File: src/rtl/m_line_clearer.sv
// Removes every full row from a settled field in one pass and updates the column heights.
// Optional feature: define LINE_CLEARER_SCORE_EN to add a saturating 16-bit o_score output.
`ifndef COL_COUNT
`define COL_COUNT 4
`endif
`ifndef ROW_COUNT
`define ROW_COUNT 8
`endif
`ifndef PILE_COUNT_WIDTH
`define PILE_COUNT_WIDTH 4
`endif
`ifndef FIELD_SIZE
`define FIELD_SIZE (`ROW_COUNT*`COL_COUNT)
`endif
`ifndef PILE_COUNT_ARRAY_SIZE
`define PILE_COUNT_ARRAY_SIZE (`COL_COUNT*`PILE_COUNT_WIDTH)
`endif
`ifndef ROW_SIZE
`define ROW_SIZE $clog2(`ROW_COUNT)
`endif

module m_line_clearer (
  input  logic                              i_clk,
  input  logic                              i_rst_n,
  input  logic                              i_start,
  input  logic [`FIELD_SIZE-1:0]            i_field,
  input  logic [`PILE_COUNT_ARRAY_SIZE-1:0] i_pile_count_array,
  output logic                              o_ready,
  output logic                              o_done,
  output logic [`FIELD_SIZE-1:0]            o_field,
  output logic [`PILE_COUNT_ARRAY_SIZE-1:0] o_pile_count_array,
`ifdef LINE_CLEARER_SCORE_EN
  output logic [15:0]                       o_score,
`endif
  output logic [`ROW_SIZE:0]                o_cleared_count
);

  localparam int unsigned Cols = `COL_COUNT;
  localparam int unsigned Rows = `ROW_COUNT;
  localparam int unsigned PcW  = `PILE_COUNT_WIDTH;
  localparam int unsigned RowW = `ROW_SIZE;
  localparam logic [RowW-1:0] LastRow = RowW'(Rows - 1);

  typedef enum logic [1:0] {StIdle, StScan, StShift, StDone} state_e;

  state_e                              r_state;
  logic                                r_ready;
  logic                                r_done;
  logic [`FIELD_SIZE-1:0]              r_field;
  logic [`PILE_COUNT_ARRAY_SIZE-1:0]   r_pc;
  logic [RowW-1:0]                     r_row;
  logic [RowW:0]                       r_cnt;

  logic                                w_row_full;
  logic [`FIELD_SIZE-1:0]              w_above;
  logic [`FIELD_SIZE-1:0]              w_shift_field;
  logic [`PILE_COUNT_ARRAY_SIZE-1:0]   w_dec_pc;

  always_comb begin
    w_row_full = &r_field[int'(r_row)*Cols +: Cols];
  end

  // Rows below the current index stay; the rest take the row above (top fills with 0).
  always_comb begin
    w_above       = r_field >> Cols;
    w_shift_field = '0;
    for (int i = 0; i < int'(Rows); i++) begin
      if (i < int'(r_row)) w_shift_field[i*Cols +: Cols] = r_field[i*Cols +: Cols];
      else                 w_shift_field[i*Cols +: Cols] = w_above[i*Cols +: Cols];
    end
  end

  always_comb begin
    w_dec_pc = '0;
    for (int c = 0; c < int'(Cols); c++) begin
      if (r_pc[c*PcW +: PcW] == '0) w_dec_pc[c*PcW +: PcW] = '0;
      else                          w_dec_pc[c*PcW +: PcW] = r_pc[c*PcW +: PcW] - 1'b1;
    end
  end

`ifdef LINE_CLEARER_SCORE_EN
  logic [15:0] r_score;
  logic [16:0] w_score_sum;
  always_comb begin
    w_score_sum = {1'b0, r_score} + 17'(r_cnt * r_cnt);
  end
  assign o_score = r_score;
`endif

  always_ff @(posedge i_clk) begin
    if (!i_rst_n) begin
      r_state <= StIdle;
      r_ready <= 1'b1;
      r_done  <= 1'b0;
      r_field <= '0;
      r_pc    <= '0;
      r_row   <= '0;
      r_cnt   <= '0;
`ifdef LINE_CLEARER_SCORE_EN
      r_score <= '0;
`endif
    end else begin
      r_done <= 1'b0;
      case (r_state)
        StIdle: begin
          if (i_start) begin
            r_field <= i_field;
            r_pc    <= i_pile_count_array;
            r_row   <= '0;
            r_cnt   <= '0;
            r_ready <= 1'b0;
            r_state <= StScan;
          end
        end
        StScan: begin
          if (w_row_full) begin
            r_state <= StShift;
          end else if (r_row == LastRow) begin
            r_state <= StDone;
            r_done  <= 1'b1;
`ifdef LINE_CLEARER_SCORE_EN
            r_score <= w_score_sum[16] ? 16'hFFFF : w_score_sum[15:0];
`endif
          end else begin
            r_row <= r_row + 1'b1;
          end
        end
        StShift: begin
          r_field <= w_shift_field;
          r_pc    <= w_dec_pc;
          r_cnt   <= r_cnt + 1'b1;
          r_state <= StScan;
        end
        StDone: begin
          r_ready <= 1'b1;
          r_state <= StIdle;
        end
        default: begin
          r_ready <= 1'b1;
          r_state <= StIdle;
        end
      endcase
    end
  end

  assign o_ready            = r_ready;
  assign o_done             = r_done;
  assign o_field            = r_field;
  assign o_pile_count_array = r_pc;
  assign o_cleared_count    = r_cnt;

endmodule
File: config.mk
export PLATFORM = sky130hd
export DESIGN_NAME = m_line_clearer
export DESIGN_NICKNAME = d
export VERILOG_FILES = /design/src/rtl/m_line_clearer.sv
export SDC_FILE = /design/constraint.sdc
export NUM_CORES = 1
export LEC_CHECK = 0
export CORE_MARGIN = 3
export CORE_UTILIZATION = 35
export CTS_CLUSTER_DIAMETER = 80
export DETAILED_ROUTE_END_ITERATION = 7
export PLACE_DENSITY = 0.72
export SYNTH_ARGS = -nofsm -noshare
export SYNTH_HDL_FRONTEND = slang
export SYNTH_SLANG_ARGS = --single-unit
File: constraint.sdc
create_clock -name i_clk -period 1.8 [get_ports i_clk]
set_input_delay 0.36 -clock i_clk [delete_from_list [all_inputs] [get_ports i_clk]]
set_output_delay 0.36 -clock i_clk [all_outputs]
set_load 0.01 [all_outputs]
# == Yosys cells after proc, flatten, opt, wreduce, memory -nomap -nowiden ==
# Cells that the tools add are included.
# word_totals
reg_bits,59
wordCells,94
out_inout_bits,54
inputBits,51
# op_classes
n_shift,1
addsub,6
n_reduce_logical,21
n_eq_ne,15
order_cmp,7
muxes,28
n_bitwise,2
# op_table
op,count
$pmux W32 S2,1
$mux W4,12
$mux W32,1
$pmux W16 S2,1
$shiftx A32 B6 Y4,1
$reduce_and A3 Y1,7
$ne A2 B2 Y1 const B,10
$logic_not A4 Y1,4
$mux W16,1
$sub A4 B1 Y4 const B,4
$lt A3 B3 Y1 const A,3
$mux W3,3
$pmux W2 S4,1
$pmux W4 S2,1
$reduce_and A4 Y1,2
$lt A1 B3 Y1 const A,2
$lt A2 B3 Y1 const A,2
$mux W2,3
$pmux W3 S2,1
$reduce_and A2 Y1,3
$reduce_bool A2 Y1,3
$add A4 B1 Y4 const B,1
$eq A2 B2 Y1 const B,2
$add A3 B1 Y3 const B,1
8 further kinds,10

# == Longest topological paths before layout ==
# Gate-level depths: netlist (run 1).
# logic_depth
ltp_word,4
ltp_mapped,7
mapped_depth_nobuf,6

# == Least setup slack after synthesis (run 1) ==
# Ideal clock, no wire load.
# synth_timing
path_type,flip-flop to flip-flop
start,register r_row[0]
end,register r_row[0]
required_ns,1.682
path_stages_with_launch,8
n_path_buf,1
arrival_time_ns,1.286
setup_slack_ns,0.396
synth_period_minus_slack_ns,1.404
cell_sequence,dfxtp_1 buf_4 nand2b_1 nor2_1 nor4_4 o211ai_2 nand3_1 o2bb2ai_1
# synth_via
elab_chain_cells,4
elab_cells_between_ends,10
# synth_rtl
item,line_no,rtl
start: declaration,51,logic [RowW-1:0] r_row;
start signal: assignment,125,r_row <= r_row + 1'b1;
$shiftx A32 B6 Y4 / $add A3 B1 Y3 (equally long branches),"60, 125",
$reduce_and A4 Y1 / $mux W3 (equally long branches),"60, 118",
$ne A2 B2 Y1 (no line) / $mux W3 (equally long branches),-,
$reduce_and A4 Y1 (no line) / $pmux W3 S2 (equally long branches),-,
# Parallel ways exist; a longest one is shown, timed or not. The select of a mux whose other input is x is not followed.
# A chain may end at the register's enable or synchronous reset.

# == Worst setup path after layout (run 1) ==
# layout_timing
start,"register r_pc[4], in the netlist o_pile_count_array[4]"
end,output o_pile_count_array[4]
# layout_rtl
item,line_no,rtl
start: declaration,50,logic [`PILE_COUNT_ARRAY_SIZE-1:0] r_pc;
start signal: assignment,108,r_pc <= i_pile_count_array;
start signal: assignment,130,r_pc <= w_dec_pc;
end: declaration,31,"output logic [`PILE_COUNT_ARRAY_SIZE-1:0] o_pile_count_array,"
# No word-level cell between the ends.

==> flow_results.xml, run 1 <==
<?xml version="1.0" encoding="UTF-8"?>
<metrics>
  <group name="pwr">
    <metric name="switching_share" unit="">0.287</metric>
    <metric name="power_switching" unit="mW">0.997</metric>
    <metric name="total_power" unit="mW">3.48</metric>
    <metric name="power_density_over_the_cells" unit="nW/um2">813</metric>
    <metric name="clock_network_power_share" unit="">0.314</metric>
    <metric name="comb_power_frac" unit="">0.235</metric>
    <metric name="cellLeakagePower" unit="nW">1.61</metric>
    <metric name="vdd_ir_drop_max" unit="uV">400</metric>
    <metric name="seq_power_share" unit="">0.451</metric>
    <metric name="internal_power" unit="mW">2.48</metric>
  </group>
  <group name="critical_path">
    <metric name="crit_required" unit="ns">1.44</metric>
    <metric name="cp_slowest_cell" unit="">sky130_fd_sc_hd__clkdlybuf4s50_1</metric>
    <metric name="worst_path_dominant_cell_family" unit="">buffers and inverters</metric>
    <metric name="crit_type" unit="">flop to output port</metric>
    <metric name="path_buf_inv" unit="">1</metric>
    <metric name="worstPathCellList" unit="">clkdlybuf4s50_1</metric>
    <metric name="critical_path_arrival" unit="ns">1.32</metric>
    <metric name="start_kind" unit="">flop</metric>
    <metric name="worstSetupEndpointType" unit="">output port</metric>
    <metric name="crit_fanout" unit="">5</metric>
    <metric name="max_stage_delay" unit="ns">0.58</metric>
  </group>
  <group name="clock_network">
    <metric name="cts_tree" unit="">done</metric>
    <metric name="htree_levels" unit="">3</metric>
    <metric name="clk_path_buf_depth" unit="">2</metric>
    <metric name="cts.sinks" unit="">59</metric>
    <metric name="clock_slew_seen_by_the_registers_of_the_worst_setup_and_hold_paths" unit="ns">0.07</metric>
    <metric name="clock_latency_at_the_later_pin_of_the_worst_skew_pair" unit="ns">0.33</metric>
    <metric name="numCtsBuffers" unit="">9</metric>
    <metric name="cts_setup_buffers" unit="">0</metric>
    <metric name="clockRootBuffer" unit="">sky130_fd_sc_hd__clkbuf_8</metric>
  </group>
  <group name="die">
    <metric name="die_height" unit="um">96.7</metric>
    <metric name="die_area" unit="um2">9340</metric>
    <metric name="core_area" unit="um2">7850</metric>
    <metric name="row_count" unit="">32</metric>
    <metric name="dieWidth" unit="um">96.7</metric>
    <metric name="pin_count" unit="">105</metric>
    <metric name="initial_core_utilization" unit="">0.367</metric>
  </group>
  <group name="detailed_routing">
    <metric name="via_per_inst" unit="">5.20</metric>
    <metric name="vias" unit="">3002</metric>
    <metric name="drt-wirelength-per-cell" unit="um">14.3</metric>
    <metric name="detail-route-antenna-nets" unit="">0</metric>
    <metric name="detailedRoute.firstPassIterationCount" unit="">5</metric>
    <metric name="detail_route.drc_violations" unit="">0</metric>
    <metric name="totalWireLength" unit="um">8230</metric>
    <metric name="initialDrtViolationCount" unit="">166</metric>
  </group>
  <group name="timing">
    <metric name="grt_setup_unrepaired" unit="">no</metric>
    <metric name="max-slew-margin-rel" unit="">0.677</metric>
    <metric name="number_of_max_slew_violations_in_the_final_report" unit="">0</metric>
    <metric name="final_hold_viol_count" unit="">0</metric>
    <metric name="clock_skew" unit="ns">0.00851</metric>
    <metric name="fin_crit_sh" unit="">0.934</metric>
    <metric name="fmax" unit="MHz">595</metric>
    <metric name="setup_viol" unit="">0</metric>
    <metric name="fin_tns_setup" unit="ns">0</metric>
    <metric name="final.min_clock_period" unit="ns">1.68</metric>
    <metric name="worst_pin_slew" unit="ns">0.484</metric>
  </group>
  <group name="yosys">
    <metric name="synthSimpleGateAreaFrac" unit="">0.288</metric>
    <metric name="netlist_instances" unit="">360</metric>
    <metric name="mappedNetlistNets" unit="">414</metric>
    <metric name="netlist_area_before_placement" unit="um2">2880</metric>
    <metric name="synth_top_family_by_area" unit="">simple AND/OR/NAND/NOR gates</metric>
    <metric name="yosys.area.top_type" unit="">sky130_fd_sc_hd__dfxtp_1</metric>
    <metric name="yosys_register_bits" unit="">59</metric>
    <metric name="netlist_top_cells_area" unit="">sky130_fd_sc_hd__dfxtp_1 41%, sky130_fd_sc_hd__nand2_1 10%, sky130_fd_sc_hd__a311oi_1 7.3%, sky130_fd_sc_hd__nor2_1 5.9%, sky130_fd_sc_hd__nor3_1 3.1%</metric>
    <metric name="synthMuxAreaShare" unit="">0.0174</metric>
    <metric name="yosys.area_share.adder" unit="">0.0130</metric>
    <metric name="ys_seq_area_frac" unit="">0.411</metric>
    <metric name="compound_gate_portion_of_the_synthesized_area" unit="">0.216</metric>
    <metric name="synth.top_cell.area_share" unit="">0.411</metric>
    <metric name="synth_xor_area_frac" unit="">0.00304</metric>
    <metric name="synthDistinctLibCells" unit="">42</metric>
    <metric name="yosysWarnings" unit="">0</metric>
    <metric name="synthesis.area_per_instance" unit="um2">7.99</metric>
  </group>
  <group name="placed_design">
    <metric name="place_area" unit="um2">4080</metric>
    <metric name="io_buffer_count" unit="">104</metric>
    <metric name="place.detailed.hpwl" unit="um">6160</metric>
    <metric name="dp.cells" unit="">562</metric>
    <metric name="place.gp.congestion" unit="">0.845</metric>
  </group>
  <group name="layout">
    <metric name="area.growth.synth_to_final" unit="%">48.8</metric>
    <metric name="antenna-diode-count" unit="">0</metric>
    <metric name="fillCellCount" unit="">750</metric>
    <metric name="final_nets" unit="">525</metric>
    <metric name="final_cells" unit="">577</metric>
    <metric name="layout.cells.most_common_list" unit="">104 x sky130_fd_sc_hd__clkdlybuf4s50_1, 78 x sky130_fd_sc_hd__nand2_1, 58 x sky130_fd_sc_hd__dfxtp_1</metric>
    <metric name="layout.cells.most_common" unit="">sky130_fd_sc_hd__clkdlybuf4s50_1</metric>
    <metric name="postLayoutCoreUtil" unit="">0.545</metric>
    <metric name="finish.instance_area" unit="um2">4280</metric>
    <metric name="drive_gt1_frac" unit="">0.107</metric>
  </group>
  <group name="hold_path">
    <metric name="worstHoldPathType" unit="">flop to flop</metric>
  </group>
  <group name="global_route">
    <metric name="largest_net_degree_at_the_start_of_global_routing" unit="">34</metric>
    <metric name="wire_length_of_the_first_global_routing_pass" unit="um">13900</metric>
    <metric name="first_global_vias" unit="">2841</metric>
    <metric name="grt_antenna_before_repair" unit="">0</metric>
    <metric name="global_route.usage.total" unit="">0.176</metric>
    <metric name="overflow" unit="">0</metric>
  </group>
  <group name="outcome">
    <metric name="run_status" unit="">completed</metric>
  </group>
  <group name="run">
    <metric name="drv_cap" unit="">0</metric>
  </group>
</metrics>
final timing paths:
| check | from | end | slack, ns | cells past startpoint |
|---|---|---|---|---|
| max reg2reg | r_row[0] | r_row[1] | 0.12 | 6 |
| min | o_field[20] | o_field[16] | 0.50 | 2 |
| min reg2reg | o_field[20] | o_field[16] | 0.50 | 2 |
| max | o_pile_count_array[4] | o_pile_count_array[4] | 0.12 | 1 |
metrics by stage:
step / hold slack, ns / setup WS [ns]
finish: 0.502 / 0.120
floorplan: 0.496 / 0.396
detailed placement: 0.489 / 0.000835
CTS: 0.504 / 0.0459
global placement: 0.489 / 0.0761
global route: 0.510 / 0.0186
power by group through the flow:
stage	logic, mW	registers (mW)	clock network, mW
floorplan	0.366	1.61	0
global placement	0.810	1.59	0
detailed placement	0.822	1.59	0
CTS	0.826	1.56	1.11
global route	0.898	1.59	1.18
finish	0.818	1.57	1.09
cells in the mapped netlist, drive strengths merged:
library cell and count:
a211oi 3, a21oi 17, a221oi 1, a22oi 1
a2bb2oi 2, a311oi 24, a31oi 4, and2 3
buf 16, clkbuf 7, dfxtp 59, ha 3
inv 4, mux2i 5, nand2 79, nand2b 9
nand3 12, nand3b 1, nand4 9, nor2 45
nor2b 2, nor3 19, nor4 3, o211ai 4
o21a 1, o21ai 19, o2bb2ai 1, o311a 4
o311ai 1, o41ai 1, xnor2 1
registers in the layout (all words and copies together), names as in the netlist:
register	count
o_done	1
o_pile_count_array	16
r_state	2
o_cleared_count	4
o_field	32
r_row	3
o_ready	1
logic make-up (layout without fill, tap and decap cells):
logic type | count (synthesis) | in the layout
flops | 59 | 59
fa+ha+maj | 3 | 3
compound gates | 83 | 83
simple gates | 182 | 182
mux | 5 | 5
xor+xnor | 1 | 1
buf+inv | 27 | 142
per-layer routing:
metal	wire length [um]	global-route usage
met5	0	0
met4	127	0.0734
met3	494	0.0382
met2	3810	0.271
met1	3800	0.239
repair_timing:
action / CTS / global route
hold buffers: 0 / 0
gates resized for setup: 0 / 4
endpoints found under the setup margin: 0 / 8
cell type report:
type                       count  area (um2)  share of cell area
timing repair buffer         123        1210               0.282
sequential                    59        1180               0.276
tap                          102         128              0.0298
clock inverter                 2        10.0             0.00234
inverter                       4        15.0             0.00351
clock buffer                  13         169              0.0395
multi-input combinational    274        1570               0.366
Note: power is estimated with default switching activity, not from simulation.
==> run 2: changes to the inputs <==
--- a/config.mk
+++ b/config.mk
@@ -9,6 +9,7 @@
 export CORE_UTILIZATION = 35
 export CTS_CLUSTER_DIAMETER = 80
 export DETAILED_ROUTE_END_ITERATION = 7
+export HOLD_SLACK_MARGIN = 0.15
 export PLACE_DENSITY = 0.72
 export SYNTH_ARGS = -nofsm -noshare
 export SYNTH_HDL_FRONTEND = slang
==> results of run 2 <==
No change in the layout: final DEF, timing and power equal those of run 1.
